--- config.mk ---
export PLATFORM = sky130hd
export DESIGN_NAME = move_frame_tx_flat
export DESIGN_NICKNAME = d
export VERILOG_FILES = /design/src/rtl/connect6_pkg.sv /design/src/rtl/move_frame_tx_if.sv /design/src/rtl/move_check.sv /design/src/rtl/move_frame_tx.sv /design/src/flat_wrapper.sv
export SDC_FILE = /design/constraint.sdc
export NUM_CORES = 1
export LEC_CHECK = 0
export ABC_AREA = 1
export CAP_MARGIN = 25
export CORE_MARGIN = 10
export CORE_UTILIZATION = 40
export DETAILED_ROUTE_END_ITERATION = 8
export GPL_ROUTABILITY_DRIVEN = 0
export HOLD_SLACK_MARGIN = 0.06
export RECOVER_POWER = 25
export SETUP_SLACK_MARGIN = 0.1
export SLEW_MARGIN = 20
export SYNTH_ARGS = -nofsm -noshare
export SYNTH_HDL_FRONTEND = slang
export SYNTH_HIERARCHICAL = 1
export SYNTH_SLANG_ARGS = --single-unit
export TNS_END_PERCENT = 30
--- constraint.sdc ---
create_clock -name clk -period 4.85 [get_ports clk]
set_clock_uncertainty 0.2 [all_clocks]
set_input_delay 1.2125 -clock clk [delete_from_list [all_inputs] [get_ports clk]]
set_output_delay 1.2125 -clock clk [all_outputs]
set_load 0.005 [all_outputs]
--- src/rtl/connect6_pkg.sv ---
// rtl/connect6_pkg.sv - shared Connect6 move-link constants, types and helpers
// Shared by the move transmit path and the board intake decoder.
// Contents: board geometry, frame marker/empty-stone codes, frame length,
// transmit FSM state enum, coordinate type and byte-packing helper.
package connect6_pkg;

    localparam int COORD_W    = 6;
    localparam int BOARD_SIZE = 19;
    localparam int FRAME_LEN  = 7;

    localparam logic [7:0] SOF_BYTE    = 8'hA5;
    localparam logic [7:0] EMPTY_STONE = 8'hFF;

    typedef logic [COORD_W-1:0] coord_t;

    // One state per presented frame byte, plus IDLE.
    typedef enum logic [2:0] {
        ST_IDLE,
        ST_SOF,
        ST_HDR,
        ST_X1,
        ST_Y1,
        ST_X2,
        ST_Y2,
        ST_CHK
    } tx_state_e;

    function automatic logic [7:0] coord_byte(input coord_t c);
        return {2'b00, c};
    endfunction

endpackage

--- src/rtl/move_frame_tx_if.sv ---
// rtl/move_frame_tx_if.sv - move request handshake and byte stream bundle
// Signals:
//   move_valid/move_ready          move request handshake
//   move_single, move_x1..move_y2  move fields (stone 2 unused when single)
//   tx_data/tx_valid/tx_ready/tx_last  byte stream toward the link PHY
// Modports: slave = transmitter view, master = move source / stream sink view.
interface move_frame_tx_if;
    import connect6_pkg::*;

    logic       move_valid;
    logic       move_ready;
    logic       move_single;
    coord_t     move_x1;
    coord_t     move_y1;
    coord_t     move_x2;
    coord_t     move_y2;

    logic [7:0] tx_data;
    logic       tx_valid;
    logic       tx_ready;
    logic       tx_last;

    modport slave (
        input  move_valid, move_single, move_x1, move_y1, move_x2, move_y2,
        output move_ready,
        output tx_data, tx_valid, tx_last,
        input  tx_ready
    );

    modport master (
        output move_valid, move_single, move_x1, move_y1, move_x2, move_y2,
        input  move_ready,
        input  tx_data, tx_valid, tx_last,
        output tx_ready
    );

endinterface

--- src/rtl/move_check.sv ---
// rtl/move_check.sv - combinational Connect6 move legality check
// Ports:
//   single_i        1 = one-stone move, stone 2 is not examined
//   x1_i,y1_i       stone 1 coordinates
//   x2_i,y2_i       stone 2 coordinates
//   legal_o         1 = all used coordinates on board and stones distinct
module move_check
    import connect6_pkg::*;
(
    input  logic   single_i,
    input  coord_t x1_i,
    input  coord_t y1_i,
    input  coord_t x2_i,
    input  coord_t y2_i,
    output logic   legal_o
);

    localparam coord_t LIMIT = COORD_W'(BOARD_SIZE);

    logic s1_ok;
    logic s2_ok;
    logic dup;

    always_comb begin
        s1_ok   = (x1_i < LIMIT) && (y1_i < LIMIT);
        s2_ok   = (x2_i < LIMIT) && (y2_i < LIMIT);
        dup     = (x1_i == x2_i) && (y1_i == y2_i);
        legal_o = s1_ok && (single_i || (s2_ok && !dup));
    end

endmodule

--- src/rtl/move_frame_tx.sv ---
// rtl/move_frame_tx.sv - Connect6 move framer: checks a move and sends a 7-byte frame
// Ports:
//   clk, rst_n   clock, asynchronous active-low reset
//   mv           move request handshake in, framed byte stream out (slave view)
//   err_range    one-cycle pulse the cycle after an illegal move is consumed
//   busy         frame in progress (SOF presented through CHK handshake)
//   seq_num      sequence number carried by the next frame
module move_frame_tx
    import connect6_pkg::*;
(
    input  logic                  clk,
    input  logic                  rst_n,
    move_frame_tx_if.slave        mv,
    output logic                  err_range,
    output logic                  busy,
    output logic [3:0]            seq_num
);

    tx_state_e  state_q, state_d;
    logic [3:0] seq_q, seq_d;
    logic       err_q, err_d;

    logic       single_q;
    coord_t     x1_q, y1_q, x2_q, y2_q;

    logic       accept;
    logic       legal;
    logic       tx_fire;

    logic [7:0] hdr_byte;
    logic [7:0] x2_byte;
    logic [7:0] y2_byte;
    logic [7:0] chk_byte;

    move_check u_move_check (
        .single_i (mv.move_single),
        .x1_i     (mv.move_x1),
        .y1_i     (mv.move_y1),
        .x2_i     (mv.move_x2),
        .y2_i     (mv.move_y2),
        .legal_o  (legal)
    );

    assign accept  = mv.move_valid && mv.move_ready;
    assign tx_fire = mv.tx_valid && mv.tx_ready;

    always_comb begin
        state_d = state_q;
        seq_d   = seq_q;
        err_d   = 1'b0;
        case (state_q)
            ST_IDLE: begin
                // Illegal requests are still consumed; they only raise the error pulse.
                if (accept) begin
                    if (legal) state_d = ST_SOF;
                    else       err_d   = 1'b1;
                end
            end
            ST_SOF: if (tx_fire) state_d = ST_HDR;
            ST_HDR: if (tx_fire) state_d = ST_X1;
            ST_X1:  if (tx_fire) state_d = ST_Y1;
            ST_Y1:  if (tx_fire) state_d = ST_X2;
            ST_X2:  if (tx_fire) state_d = ST_Y2;
            ST_Y2:  if (tx_fire) state_d = ST_CHK;
            ST_CHK: begin
                if (tx_fire) begin
                    state_d = ST_IDLE;
                    seq_d   = seq_q + 4'd1;
                end
            end
            default: state_d = ST_IDLE;
        endcase
    end

    always_ff @(posedge clk or negedge rst_n) begin
        if (!rst_n) begin
            state_q <= ST_IDLE;
            seq_q   <= 4'd0;
            err_q   <= 1'b0;
        end else begin
            state_q <= state_d;
            seq_q   <= seq_d;
            err_q   <= err_d;
        end
    end

    // Move fields are captured only for frames that will actually be sent.
    always_ff @(posedge clk or negedge rst_n) begin
        if (!rst_n) begin
            single_q <= 1'b0;
            x1_q     <= '0;
            y1_q     <= '0;
            x2_q     <= '0;
            y2_q     <= '0;
        end else if (accept && legal) begin
            single_q <= mv.move_single;
            x1_q     <= mv.move_x1;
            y1_q     <= mv.move_y1;
            x2_q     <= mv.move_x2;
            y2_q     <= mv.move_y2;
        end
    end

    always_comb begin
        hdr_byte = {seq_q, 3'b000, single_q};
        x2_byte  = single_q ? EMPTY_STONE : coord_byte(x2_q);
        y2_byte  = single_q ? EMPTY_STONE : coord_byte(y2_q);
        chk_byte = hdr_byte ^ coord_byte(x1_q) ^ coord_byte(y1_q) ^ x2_byte ^ y2_byte;
    end

    // Stream outputs decode straight from registered state, so they are stable
    // while stalled and drop to their reset values as soon as rst_n falls.
    always_comb begin
        mv.tx_data  = 8'h00;
        mv.tx_valid = 1'b1;
        mv.tx_last  = 1'b0;
        case (state_q)
            ST_IDLE: mv.tx_valid = 1'b0;
            ST_SOF:  mv.tx_data  = SOF_BYTE;
            ST_HDR:  mv.tx_data  = hdr_byte;
            ST_X1:   mv.tx_data  = coord_byte(x1_q);
            ST_Y1:   mv.tx_data  = coord_byte(y1_q);
            ST_X2:   mv.tx_data  = x2_byte;
            ST_Y2:   mv.tx_data  = y2_byte;
            ST_CHK: begin
                mv.tx_data = chk_byte;
                mv.tx_last = 1'b1;
            end
            default: mv.tx_valid = 1'b0;
        endcase
    end

    assign mv.move_ready = (state_q == ST_IDLE);
    assign busy          = (state_q != ST_IDLE);
    assign err_range     = err_q;
    assign seq_num       = seq_q;

endmodule

--- src/flat_wrapper.sv ---
// flat-port wrapper written by rule: the top's interface ports become plain ports
module move_frame_tx_flat import connect6_pkg::*;
  (clk, rst_n, err_range, busy, seq_num, mv_move_valid, mv_move_single, mv_move_x1, mv_move_y1, mv_move_x2, mv_move_y2, mv_move_ready, mv_tx_data, mv_tx_valid, mv_tx_last, mv_tx_ready);
  move_frame_tx_if mv_i ();
  input  logic clk;
  input  logic rst_n;
  output logic err_range;
  output logic busy;
  output logic [3:0] seq_num;
  input wire logic [$bits(mv_i.move_valid)-1:0] mv_move_valid;
  input wire logic [$bits(mv_i.move_single)-1:0] mv_move_single;
  input wire logic [$bits(mv_i.move_x1)-1:0] mv_move_x1;
  input wire logic [$bits(mv_i.move_y1)-1:0] mv_move_y1;
  input wire logic [$bits(mv_i.move_x2)-1:0] mv_move_x2;
  input wire logic [$bits(mv_i.move_y2)-1:0] mv_move_y2;
  output wire logic [$bits(mv_i.move_ready)-1:0] mv_move_ready;
  output wire logic [$bits(mv_i.tx_data)-1:0] mv_tx_data;
  output wire logic [$bits(mv_i.tx_valid)-1:0] mv_tx_valid;
  output wire logic [$bits(mv_i.tx_last)-1:0] mv_tx_last;
  input wire logic [$bits(mv_i.tx_ready)-1:0] mv_tx_ready;
  assign mv_i.move_valid = mv_move_valid;
  assign mv_i.move_single = mv_move_single;
  assign mv_i.move_x1 = mv_move_x1;
  assign mv_i.move_y1 = mv_move_y1;
  assign mv_i.move_x2 = mv_move_x2;
  assign mv_i.move_y2 = mv_move_y2;
  assign mv_move_ready = mv_i.move_ready;
  assign mv_tx_data = mv_i.tx_data;
  assign mv_tx_valid = mv_i.tx_valid;
  assign mv_tx_last = mv_i.tx_last;
  assign mv_i.tx_ready = mv_tx_ready;
  move_frame_tx u_core (.clk(clk), .rst_n(rst_n), .mv(mv_i), .err_range(err_range), .busy(busy), .seq_num(seq_num));
endmodule
Word level (Yosys, flattened, before mapping)
Index checks and enable logic that the tools add are counted.

storage, ports and cells
  register bits after elaboration = 33
  bits in latches = 0
  memory bits (writable) = 0
  bits in read-only memories = 0
  input port bits = 29
  output and inout port bits = 17
  logic and storage cells = 67
  memories kept = 0

operators by class
  $add $sub $neg = 1
  multiply operators = 0
  divide/modulo/power cells = 0
  order comparisons = 4
  equality and inequality tests = 18
  shift-type cells = 0
  muxes and demuxes = 18
  bitwise gates (word level) = 4
  reductions and logical operators = 14

operators with widths
  cell                 number
  $pmux 8 s7           1
  $mux 3               9
  $lt 6x5->1 const B   4
  $pmux 3 s8           1
  $mux 8               2
  $xor 8x6->8          2
  $xor 8x8->8          2
  $ne 2x1->1 const B   7
  $eq 3x3->1 const B   4
  $eq 6x6->1           2
  $reduce_and 9->1     1
  $logic_and 1x1->1    8
  $eq 3x2->1 const B   2
  $mux 1               5
  $add 4x1->4 const B  1
  $ne 2x2->1 const B   2
  $eq 3x1->1 const B   1
  $logic_not 3->1      1
  $reduce_bool 3->1    1
  $reduce_and 2->1     1
  $logic_not 1->1      1
  $logic_or 1x1->1     1

Depth between registers and ports, before layout
Gate-level depths: netlist of run 1.

  depth after elaboration = 9
  gate-level depth with buffers = 13
  mapped depth without buffers = 12

Hierarchy
Netlist of run 1, hierarchy kept.

by module, submodules not included
  module         instances  cells each  area each (sq um)  seq. area each (sq um)
  move_frame_tx  1          302         2038.2             825.8
  move_check     1          72          312.8              0.0

Worst setup path before layout of run 1
OpenSTA, ideal clock, no wires.

  kind = reg2out
  start point = reg u_core.state_q[2]
  end point = out mv_tx_data[7]
  arrival = 1.050 ns
  required time = 3.438 ns
  setup slack = 2.388 ns
  stages on the path, launching flop included = 6
  buffers on the path = 0
  cell sequence = dfrtp_1 > inv_4 > nor2_4 > or2_2 > nand2_1 > nand3_1

on the way
  word-level cells in the longest chain between the ends = 2
  elaborated cells on any way between the ends = 8
  those cells by class = 7 x eq/ne; 1 x mux

ends and longest elaborated chain
  element                             line                  RTL
  start, declared                     move_frame_tx.sv:19   tx_state_e state_q, state_d;
  start signal, assigned              move_frame_tx.sv:81   state_q <= state_d;
  $eq 3x3->1 (tied with other cells)  move_frame_tx.sv:117  case (state_q)
  $pmux 8 s7 *                        move_frame_tx.sv:117
  end, declared                       flat_wrapper.sv:17    output wire logic [$bits(mv_i.tx_data)-1:0] mv_tx_data;

Every way passes the cells marked *; elsewhere a longest branch is shown, timed or not.

Final worst setup path of run 1
  start point = reg u_core.state_q[0]
  end point = out mv_tx_data[0]

Same word-level chain as after synthesis.

==> results of run 1 <==
layout by cell type, fill, tap and decap left out, types with 2 or more instances in the layout:
master	Yosys	layout
a21oi_1	5	5
clkbuf_1	0	2
clkbuf_8	0	5
clkdlybuf4s50_1	0	44
clkinv_2	0	2
dfrtp_1	33	33
inv_1	50	50
inv_4	2	2
nand2_1	167	167
nand3_1	35	35
nand3_2	2	2
nor2_1	27	27
nor2_2	2	2
nor2_4	2	2
o21ai_0	15	15
o21ai_1	9	9
xnor2_1	6	6
worst min path at each step:
stage,endpoint,depth (start not counted)
after global routing,u_core/x2_q[1],2
after floorplan,u_core/x2_q[1],2
after detailed placement,u_core/x2_q[3],2
final,u_core/y2_q[1],2
after CTS,u_core/x2_q[3],2
after global placement,u_core/x2_q[3],2
stage by stage:
step | hold WS [ns] | setup WS (ns) | power [mW] | cell area, um^2 | util
floorplan | 0.2498 | 2.388 | 1.009 | 2351 | -
global placement | 0.2712 | 1.281 | 1.354 | 2825 | 0.5038
detailed placement | 0.2700 | 1.269 | 1.360 | 2825 | 0.5038
CTS | 0.2881 | 1.192 | 1.571 | 2908 | 0.5185
global route | 0.3149 | 0.9521 | 1.729 | 2904 | 0.5178
finish | 0.2861 | 1.179 | 1.554 | 2904 | 0.5178
per-layer routing:
metal	wire length (um)	vias up	GRT usage
li1	-	1229	-
met2	2838	70	0.2142
met4	68	0	0.04735
met1	3063	1037	0.1794
met5	0	-	0
met3	382	4	0.03194
worst max-delay path, stage by stage (launching register included):
cell and delay, ns:
dfrtp_1 0.43, nand2_1 0.15, nor2_1 0.55, nand2_1 0.09, o21ai_0 0.10, nor2_1 0.06
nand2_1 0.08, clkdlybuf4s50_1 0.50
cell families after synthesis:
family | count (synthesis) | synth area share
xor+xnor | 8 | 0.03300
compound gates | 31 | 0.06865
flops | 33 | 0.3512
buf+inv | 62 | 0.1197
simple gates | 239 | 0.4220
fa+ha+maj | 1 | 0.005321
power groups by stage:
| stage | sequential [mW] | combinational, mW | clock (mW) |
|---|---|---|---|
| after floorplan | 0.474 | 0.534 | 0 |
| after global placement | 0.503 | 0.852 | 0 |
| after detailed placement | 0.506 | 0.854 | 0 |
| after CTS | 0.501 | 0.858 | 0.211 |
| after global routing | 0.523 | 0.981 | 0.225 |
| final | 0.503 | 0.849 | 0.202 |
sequential cells by signal (all words and copies together) (netlist names):
signal	flops
u_core/x2_q	6
u_core/y2_q	6
u_core/y1_q	6
u_core/single_q	1
u_core/seq_num	4
u_core/x1_q	6
u_core/err_range	1
u_core/state_q	3
area by class of cell:
type / instances / area [um^2]
Clock buffer: 6 / 72.57
Inverter: 54 / 207.7
Tap cell: 72 / 90.09
Clock inverter: 2 / 10.01
Fill cell: 581 / 2704
Sequential cell: 33 / 825.8
Multi-Input combinational cell: 279 / 1244
Timing Repair Buffer: 46 / 454.2
==> results by stage, run 1 <==
Pwr:
- In this run the static leakage power is between 1.5 and 2 nW.
- The power dissipated by switching net loads is between 0.6 and 0.7 mW.
- The internal power of the cells totals 0.8832 mW.
- The portion of total power attributed to combinational logic is 0.547.
- The part of the total power dissipated in the clock network is 0.130.
- Of the total power, the share spent switching nets is 0.4317.
- Power spread over the standard cell area amounts to roughly 540 nW/um^2.
- The maximum vdd drop is about 0.21 mV.
- The sequential cell fraction of total power is 0.323.

Hold path:
- The class of the worst hold path is reg2reg.
- The startpoint identified for the worst hold timing path is u_core/y2_q[1].

Worst setup path:
- For the worst setup path, the data arrival time is about 2.3 ns.
- For the worst flop-to-flop path, the logic depth is 7.
- The largest driver fanout on the critical path is 7.
- The startpoint kind of the worst setup timing path is a flip-flop.
- The endpoint of the lowest-slack register-to-register path is u_core/y1_q[4].
- The worst setup path is captured at an output pin.
- The beginning of the worst register-to-register path is u_core/state_q[1].
- The setup slack of the worst register-to-register path is 2.91 ns.
- The most critical setup path has its startpoint at u_core/state_q[0].
- By startpoint and endpoint, the worst setup path is classified as reg2out.
- The data required time at the worst endpoint is about 3.4 ns.
- The capturing element of the worst setup path is mv_tx_data[0].

Detailed routing:
- The first-pass detailed-route iteration total is 4.
- The detailed-route wire length is roughly 6.4 mm.
- The via count normalized by instance count is 4.756.
- In the final routed layout, each cell accounts on average for 12.91 um.
- Summing over every cut layer, the via total after detailed routing is 2340.
- The first routing iteration left ~150 violations.
- For this run, design rule violations remaining after detail routing come to 0.
- The remaining number of nets flagged by the antenna check after routing is 0.

Timing:
- The portion of the clock cycle consumed by the worst path in the final layout is 0.7569.
- For the finished layout, the period the worst path requires is between 3 and 4 ns.
- The transition time at the pin with the least slew margin is between 1.5 and 2 ns.
- Setup total negative slack on the finished layout was measured at 0 ns.
- The number of endpoints with negative hold slack in the final report is 0.
- Based on the critical path, the design can be clocked at up to 0.2724 GHz.
- The final-report max-slew violation count is 34.
- Setup repair after global routing left no endpoint under its margin.
- The normalized max-slew margin is -0.1929.
- Setup violations remaining at the end of the flow were counted as 0.

Floorplan:
- The core region is ~5600 um^2.
- From left edge to right edge, the die measures 96.67 um.
- The number of cell rows is 27.
- For this configuration, the core starts out at a cell density of 0.4192.
- The y dimension of the die is 96.67 um.
- For this design the top-level I/O count stands at 46.
- The die covers 9344 um^2.

Clock tree:
- The buffer cell driving the clock tree root is clkbuf_8.
- TritonCTS built the clock tree.
- Buffers added to address setup during post-CTS repair amount to 0.
- The tree built by TritonCTS fans out to 33 sinks.
- The maximum count of clock buffers along a single path is 2.
- Post-CTS repair changed the size of 0 cells.
- The post-CTS clock slew at the launch and capture registers of the worst setup and hold paths is 0.07 ns.
- The H-tree level count is 2.
- For the worst-skew pair, the clock arrives at the later sink with an insertion delay of a little under 0.3 ns.
- The number of hold buffers added after CTS was 0.
- In this run, CTS created clock tree buffers numbering 5.

Finish:
- For this run, the post-layout net count is 449.
- The share of final-layout standard cells stronger than drive strength 1 is 0.05238.
- The area added between synthesis and finish is 23.52%.
- The count of cells in the finished layout, fillers not included, comes to 492.
- The total inserted antenna cells is 0.

Place:
- Once detailed placement completed, the half-perimeter wirelength came to 4.938 mm.
- The number of buffers added on ports is 45.
- In this run, placement finished with an instance count of approximately 480.

Logic synthesis:
- After synthesis the cells add up to between 2000 and 2500 um^2.
- Synthesis produced a netlist with a net count of 404.
- The number of different library cells in the post-synthesis netlist is 27.
- The most common cell in the synthesized netlist is nand2_1.
- The library cell occupying the most area in the post-synthesis netlist is dfrtp_1.
- Synthesis inferred 33 register bits.
- The sequential area share after synthesis is 0.3513.
- The total number of yosys warnings is 6.
- The number of standard cells after synthesis is 374.
- For this run, the leading register cell type out of synthesis is dfrtp_1.
- The per-instance average area after synthesis is 6.286 um^2.
- The number of synthesized flops with an enable pin is 0.
- The async set or reset register ratio after synthesis is 1.000.
- The share of synthesized area in the top cell type comes to 0.3513.
- Ranked by total cell area, the synthesized netlist is headed by dfrtp_1, nand2_1, inv_1.
- Ranked by instance count, the synthesized netlist is headed by nand2_1, inv_1, nand3_1.

Flow run:
- The tool flagged a number of max-cap violations equal to 1.

GRT:
- The initial antenna violation count is 0.
- Entering global routing, the biggest net connects 43 pins.
- Across every metal layer, demand over resource in global routing totals 0.1371.
- The overflow left after global routing is 0.
- The first global-routing pass estimated 10.87 mm of wire.
- The number of global-route vias before repair is 2214.

Outcome:
- The flow ran to the end, but the final reports show violations.
- The checks that failed: max-capacitance violations, max-slew violations.
(Power assumes the default switching activity.)
==> run 2: changes to the inputs <==
==> constraint.sdc (replaced) <==
create_clock -name clk -period 3.6 [get_ports clk]
set_clock_uncertainty 0.2 [all_clocks]
set_input_delay 0.9 -clock clk [delete_from_list [all_inputs] [get_ports clk]]
set_output_delay 0.9 -clock clk [all_outputs]
set_load 0.005 [all_outputs]
==> run 2 against run 1 <==
  * Sequential share of layout area decreased by 0.22 points
  * Flip-flop and latch count is the same
  * Via count rose by 0.51%
  * Count of clock-buffer cells in the layout stayed put
  * Largest power group unchanged
  * Die area did not move
  * The flow still finishes with violations (max-capacitance violations, max-slew violations)
  * Critical endpoint is now mv_tx_data[1]
  * Sequential power increased by 31%
  * Non-clock buffer count increased by 2
  * Final cell count increased by 0.20%
  * Worst hold slack worse by 0.0017 ns
  * Wire length down 0.80%
==> results by stage, run 2 (synthesis results as in run 1) <==
Detailed routing:
- The detailed-route wire length is 6.301 mm.
- The average routed wire per standard cell is 12.78 um.
- In the routed layout, each cell is associated on average with a via count of 4.771.
- The detail route stage leaves a number of antenna-violating nets equal to 0.
- The remaining routing DRC violations is 0.
- The number of DRC violations after detailed-routing iteration 0 is 113.
- The total number of vias is 2352.
- The first-pass detailed-route iteration total is 4.

Flow run:
- The tool flagged a number of max-cap violations equal to 1.

Worst setup path:
- The number of cell instances on the worst register-to-register path is 7.
- Data on the critical path is required at its endpoint by 2.50 ns.
- The startpoint kind of the worst setup timing path is a flip-flop.
- The most frequent cell on the critical path is nor2_1.
- STA classifies the critical path endpoint as an output pin.
- Traced cell by cell, the critical path runs through inv_4 > nor2_1 > inv_1 > o21ai_1 > nor2_1 > nand2_1 > clkdlybuf4s50_1.
- For this run, the slowest stage of the critical path takes roughly 0.55 ns.
- The cell with the largest stage delay on the worst path is dfrtp_1.
- Of all nets on the critical path, the largest fanout is 7.
- The worst setup path is of the reg2out kind.
- For the worst setup path, the data arrival time is 2.11 ns.
- The cell depth of the worst setup path is 7.
- The worst path buffer plus inverter count is 3.
- The dominant delay contributor by cell family on the critical path is buffers and inverters.

Timing:
- The final-layout worst hold slack is 0.2844 ns.
- The total negative setup slack is 0 ns.
- For the pin with the worst max-slew slack, the measured transition is roughly 1.8 ns.
- Of the available clock period, the critical path in the final layout requires 0.8909.
- Measured against its own limit, the worst slew margin works out to -0.1956.
- The number of endpoints with negative hold slack in the final report came to 0.
- The final-report max-slew violation count is 34.
- The clock period could shrink to between 3 and 4 ns.
- Setup repair after global routing left no endpoint under its margin.
- The final number of setup-violating endpoints is 0.
- The achievable frequency is around 0.31 GHz.

Floorplan:
- The die covers about 9300 um^2.
- The number of top-level design ports is between 40 and 50.
- The number of cell rows is 27.
- From bottom edge to top edge, the die measures between 90 and 100 um.
- The die is between 90 and 100 um wide.
- The core area is around 5600 um^2.
- The initial utilization of the core area, before any placement, comes to 0.4192.

GRT:
- Across every metal layer, demand over resource in global routing totals 0.1326.
- The number of global-route vias before repair is roughly 2300.
- The wire length of the first global-routing pass is about 11 mm.
- The overflow left after global routing is 0.
- The largest net degree at the start of global routing is 43.
- The initial antenna violation count was 0.

Finish:
- The post-layout instance area is 2927 um^2.
- The total inserted antenna cells is 0.
- Of the cells placed in the final design, the portion with a size suffix greater than 1 is 0.05701.
- The count of cells in the finished layout, fillers not included, comes to 493.
- The final-stage net count is approximately 450.
- From synthesis to final layout, the design area changed by 24.48%.
- Leaving out fill and tap cells, the most frequent cell in the layout is nand2_1.
- For this run, the share of the core covered by cells in the final layout is 0.5219.
- The library cells used most frequently in the layout, excluding fill and tap cells, are nand2_1, inv_1, clkdlybuf4s50_1.
- After filler insertion, the fill cell instance count of the layout stands at 611.
- The area of all sequential standard cells is 825.8 um^2.
- Summing all multi-input logic gate instances after layout gives 1244 um^2.

Clock tree:
- The maximum count of clock buffers along a single path is 2.
- The clock latency at the later pin of the worst-skew pair is 0.28 ns.
- The number of clock buffers added by TritonCTS is 5.
- CTS placed an instance of clkbuf_8 at the clock tree root.
- Buffers added to address setup during post-CTS repair amount to 0.
- Clock-pin slew was measured on the worst setup and hold paths at 0.07 ns.
- After clock tree synthesis, the flow added hold-fix buffers numbering 0.
- The H-tree level count is 2.
- After clock tree synthesis, the repair step resized 0 gates.
- The number of clock sinks seen by CTS is 33.
- The CTS tree is yes.

Pwr:
- The cell leakage power is roughly 1.5 nW.
- The worst-case IR drop observed on VDD is about 0.27 mV.
- The power per cell area is 726.7 nW/um^2.

Place:
- The count of buffers added on input and output ports is 45.
- Summing all placed instances gives a cell area of 2840 um^2.
- The number of cells after detailed placement is 486.
- The HPWL after detailed placement is about 5.0 mm.

Outcome:
- The run finished, with violations left.
- The checks that failed: max-capacitance violations, max-slew violations.

Hold path:
- In this run the worst hold path is classified as reg2reg.
- The number of cells on the worst hold path is 2.
-- run 2: changes by cell type in the layout (fill, tap and decap cells not counted), sizes merged --
cell / before / now
buf: 0 / 2
clkinvlp: 0 / 1
clkinv: 3 / 1
-- run 2: final timing paths --
| check | start | to | slack, ns |
|---|---|---|---|
| setup reg to reg | u_core/state_q[0] | u_core/x2_q[4] | 1.69 |
| setup / recovery | u_core/state_q[2] | mv_tx_data[1] | 0.39 |
| max in group asynchronous | rst_n | u_core/x2_q[0] | 0.73 |
| hold / removal | u_core/y2_q[3] | u_core/y2_q[3] | 0.28 |
| hold reg to reg | u_core/y2_q[3] | u_core/y2_q[3] | 0.28 |
| min in group asynchronous | rst_n | u_core/x2_q[2] | 1.42 |
-- run 2: stage by stage --
stage	power [mW]	setup WS, ns
floorplan	1.359	1.450
global placement	1.837	0.3717
detailed placement	1.851	0.3724
CTS	2.143	0.3728
global route	2.333	0.2345
finish	2.127	0.3927
-- run 2: cell type report --
cell class	count	share of cell area
clock buffer	6	0.02822
clock inverter	1	0.002565
inverter	54	0.07097
multi-input combinational	279	0.4250
sequential	33	0.2822
tap	72	0.03078
timing repair buffer	48	0.1603
-- run 2: worst register-to-register path, cell delays in order, from the launching register on --
cell,delay [ns]
dfrtp_1,0.43
inv_2,0.10
nand2_2,0.09
nor2_4,0.15
nand3_2,0.27
inv_4,0.39
nand2_1,0.12
o21ai_0,0.09
-- run 2: power breakdown --
part / internal, mW / switching (mW)
Combinational: 0.545 / 0.633
Clock: 0.151 / 0.140
Sequential: 0.524 / 0.135
Total: 1.22 / 0.907
-- run 2: layer usage --
layer | GRT usage | vias to the layer above | part of all wire | routed length, um
li1 | - | 1234 | - | -
met1 | 0.1752 | 1047 | 0.49 | 3117
met2 | 0.2091 | 67 | 0.44 | 2783
met3 | 0.03123 | 4 | 0.055 | 349
met4 | 0.03608 | 0 | 0.0081 | 51
met5 | 0 | - | 0 | 0
==> run 3: changes to the inputs <==
--- a/config.mk
+++ b/config.mk
@@ -5,13 +5,13 @@
 export SDC_FILE = /design/constraint.sdc
 export NUM_CORES = 1
 export LEC_CHECK = 0
-export ABC_AREA = 1
 export CAP_MARGIN = 25
 export CORE_MARGIN = 10
 export CORE_UTILIZATION = 40
 export DETAILED_ROUTE_END_ITERATION = 8
 export GPL_ROUTABILITY_DRIVEN = 0
 export HOLD_SLACK_MARGIN = 0.06
+export PLACE_DENSITY = 0.66
 export RECOVER_POWER = 25
 export SETUP_SLACK_MARGIN = 0.1
 export SLEW_MARGIN = 20
==> constraint.sdc (replaced) <==
create_clock -name clk -period 3.6 [get_ports clk]
set_clock_uncertainty 0.2 [all_clocks]
set_input_delay 0.72 -clock clk [delete_from_list [all_inputs] [get_ports clk]]
set_output_delay 0.72 -clock clk [all_outputs]
set_load 0.005 [all_outputs]
==> run 3 against run 2 <==
  * Via count decreased by 30%
  * Flip-flop and latch count unchanged
  * Sequential power increased by 5.5%
  * The flow still finishes with violations (max-capacitance violations, max-slew violations)
  * Die area decreased by 8.2%
  * Setup slack got worse by 0.039 ns
  * Area after synthesis decreased by 10%
  * Fmax decreased by 1.2%
  * Global-route usage decreased by 0.36 points
  * First-iteration DRC count decreased by 24%
  * Critical path type unchanged
  * Clock power increased by 5%
  * Worst hold slack improved by 0.017 ns
  * Count of clock-buffer cells in the layout increased by 1
  * Highest routed layer unchanged
==> results by stage, run 3 <==
Clock tree:
- The number of setup buffers added after CTS is 0.
- The clock tree synthesis step divided the H-tree into 2 levels.
- The buffer cell driving the clock tree root is clkbuf_8.
- The number of clock sinks seen by CTS is 33.
- The clock latency at the later pin of the worst-skew pair is roughly 0.28 ns.
- Counting the buffers created by CTS gives 5.
- The maximum count of clock buffers along a single path is 2.
- The post-CTS clock slew at the launch and capture registers of the worst setup and hold paths is 0.07 ns.
- The CTS tree is yes.

Worst setup path:
- The worst setup path is of the reg2out kind.
- The startpoint kind of the worst setup timing path is a flip-flop.
- STA puts the critical path data required time at 2.68 ns.
- STA classifies the critical path endpoint as an output pin.
- The arrival time at the worst endpoint is 2.33 ns.
- The largest driver fanout on the critical path is 13.

Logic synthesis:
- The number of different library cells in the post-synthesis netlist is 42.
- Each instance of the synthesized netlist takes up on average 10.54 um^2.
- The summed instance area of the synthesized netlist is about 2100 um^2.
- The total nets after synthesis is 230.
- Summed over all instances, the cell type with the most area after synthesis is dfrtp_1.
- The number of synthesized flops with an enable pin is 0.
- After synthesis, the most frequently instantiated cells are dfrtp_1, xnor2_1, mux2_2.
- The total number of yosys warnings is 6.
- In the post-synthesis netlist, the cell with the most instances is dfrtp_1.
- The synthesized design contains 33 register bits.
- The sequential area share after synthesis is 0.3917.
- The number of standard cells after synthesis is 200.
- In the synthesized netlist the dominant register cell turns out to be dfrtp_1.
- The share of synthesized area in the top cell type comes to 0.3917.
- By area the synthesized netlist is led by dfrtp_1, xnor2_1, mux2_2.
- For this run, asynchronously set or reset flops after synthesis account for 1.000.

Timing:
- The final-report max-slew violation count is 34.
- The number of endpoints with negative hold slack in the final report is 0.
- The final number of setup-violating endpoints is 0.
- Timing would allow up to 0.3080 GHz.
- The worst setup margin is 0.3534 ns.
- The shortest clock period the worst path allows after layout is 3.247 ns.
- The portion of the clock cycle consumed by the worst path in the final layout is 0.9018.
- The total negative setup slack is 0 ns.
- The normalized max-slew margin is -0.1739.
- Setup repair after global routing left no endpoint under its margin.
- For the pin with the worst max-slew slack, the measured transition is 1.761 ns.

Finish:
- In the final design database the tool counted ~280 nets.
- The share of final-layout standard cells stronger than drive strength 1 is 0.1707.
- The library cell used most frequently in the layout, excluding fill and tap cells, is clkdlybuf4s50_1.
- Once layout is complete, the utilization of the core stands at 0.5260.
- Compared with the post-synthesis result, the final layout area differs by 27.42%.
- The repair_antennas step left the layout with diodes totalling 0.
- The library cells used most frequently in the layout, excluding fill and tap cells, are clkdlybuf4s50_1, dfrtp_1, xnor2_1.

GRT:
- The largest net degree at the start of global routing is 34.
- The overflow left after global routing is 0.
- The overall fraction of global-route tracks in use is 0.1290.
- The first global-routing pass estimated roughly 8.9 mm of wire.
- In the global route stage, met2 resource usage came out at 0.1988.
- The met1 capacity usage during global routing is 0.1730.
- The initial antenna violation count is 0.
- The layer flagged by global routing as most heavily used is met2.
- The number of global-route vias before repair is 1723.
- In the global route stage, met3 resource usage came out at 0.03148.

Detailed routing:
- The remaining number of nets flagged by the antenna check after routing is 0.
- Dividing the detail-routed wire length by the instance count gives 16.50 um.
- After detailed routing, the total wire length is ~5.2 mm.
- The total number of vias is 1649.
- The first-pass detailed-route iteration total is 4.
- The remaining routing DRC violations is 0.
- The number of DRC violations after detailed-routing iteration 0 is between 80 and 90.
- The via count normalized by instance count is ~5.2.

Pwr:
- The final total power is slightly above 2 mW.
- In this run the static leakage power is 1.108 nW.
- Across the VDD grid, the largest voltage drop is 0.2711 mV.
- The power per cell area is 765.2 nW/um^2.

Floorplan:
- For this configuration, the core starts out at a cell density of 0.4128.
- The core area is 5107 um^2.
- The width of the die is a little over 90 um.
- The number of cell rows is 26.
- The number of top-level design ports is 46.
- The y dimension of the die is between 90 and 100 um.
- The die area is 8575 um^2.

Flow run:
- The number of maximum-capacitance constraint violations is 1.

Outcome:
- The run finished, with violations left.
- The checks that failed: max-capacitance violations, max-slew violations.

Hold path:
- The worst hold path belongs to the class reg2reg.

Place:
- In this run the tool buffered the top-level ports with 45 buffer cells.
- At the placement stage, the worst setup path has a slack of 0.3101 ns.
- The HPWL after detailed placement is between 4 and 5 mm.
run 3: cell type report:
class,count,area [um^2]
repair buffers,49,476.7
inverters,5,18.77
multi-input cells,151,1175
well taps,70,87.58
clock buffers,7,96.34
fillers,502,2421
flip-flops and latches,33,827.0
clock inverters,1,5.005
run 3: final timing paths:
check                                       start           endpoint  slack [ns]  cells after the start
worst max register to register  u_core/state_q[1]     u_core/y1_q[2]        1.23                      5
worst min register to register  u_core/seq_num[3]  u_core/seq_num[3]        0.30                      1
worst min-delay path            u_core/seq_num[3]  u_core/seq_num[3]        0.30                      1
max in group asynchronous                   rst_n  u_core/state_q[1]        0.82                      2
worst max-delay path            u_core/state_q[0]      mv_tx_data[4]        0.35                      6
min in group asynchronous                   rst_n     u_core/y1_q[5]        1.23                      2
run 3: critical path, cell delays in order, from the launching register on:
cell and delay (ns):
dfrtp_1 0.50, buf_4 0.25, nand2b_1 0.28, o22ai_1 0.14
a221oi_1 0.24, o21ai_0 0.15, clkdlybuf4s50_1 0.48
run 3: kinds of logic (layout without fill, tap and decap cells):
| logic type | after synthesis | after routing | share of synthesized area |
|---|---|---|---|
| AOI/OAI and AO/OA | 36 | 36 | 0.1282 |
| xor gates and xnor gates | 36 | 36 | 0.1496 |
| adders and majority gates | 1 | 1 | 0.005934 |
| buffers and inverters | 16 | 62 | 0.05103 |
| DFF | 33 | 33 | 0.3917 |
| muxes | 25 | 25 | 0.1383 |
| and+or+nand+nor | 53 | 53 | 0.1353 |
run 3: repair_timing:
item                                    CTS  global route
resized for setup                         0             1
endpoints found under the setup margin    0             1
hold buffers                              0             0
run 3: power by group:
part	internal [mW]	switching (mW)	leakage, nW	total, mW
registers	0.500	0.195	0.425	0.695
clock network	0.173	0.132	0.0542	0.305
logic	0.642	0.413	0.629	1.06
total	1.31	0.741	1.11	2.06
run 3: metrics by stage:
| step | instances | instance area, um^2 | hold WS (ns) |
|---|---|---|---|
| 2_1_floorplan | 200 | 2108 | 0.2244 |
| 3_3_place_gp | 308 | 2587 | 0.2985 |
| 3_5_place_dp | 308 | 2587 | 0.2958 |
| 4_1_cts | 316 | 2689 | 0.3047 |
| 5_1_grt | 316 | 2686 | 0.3351 |
| 6_report | 316 | 2686 | 0.3013 |
run 3: metal layers:
layer  share of wire  routed length, um
met5               0                  0
met4           0.012                 64
met3           0.040                210
met2            0.46               2405
met1            0.49               2533
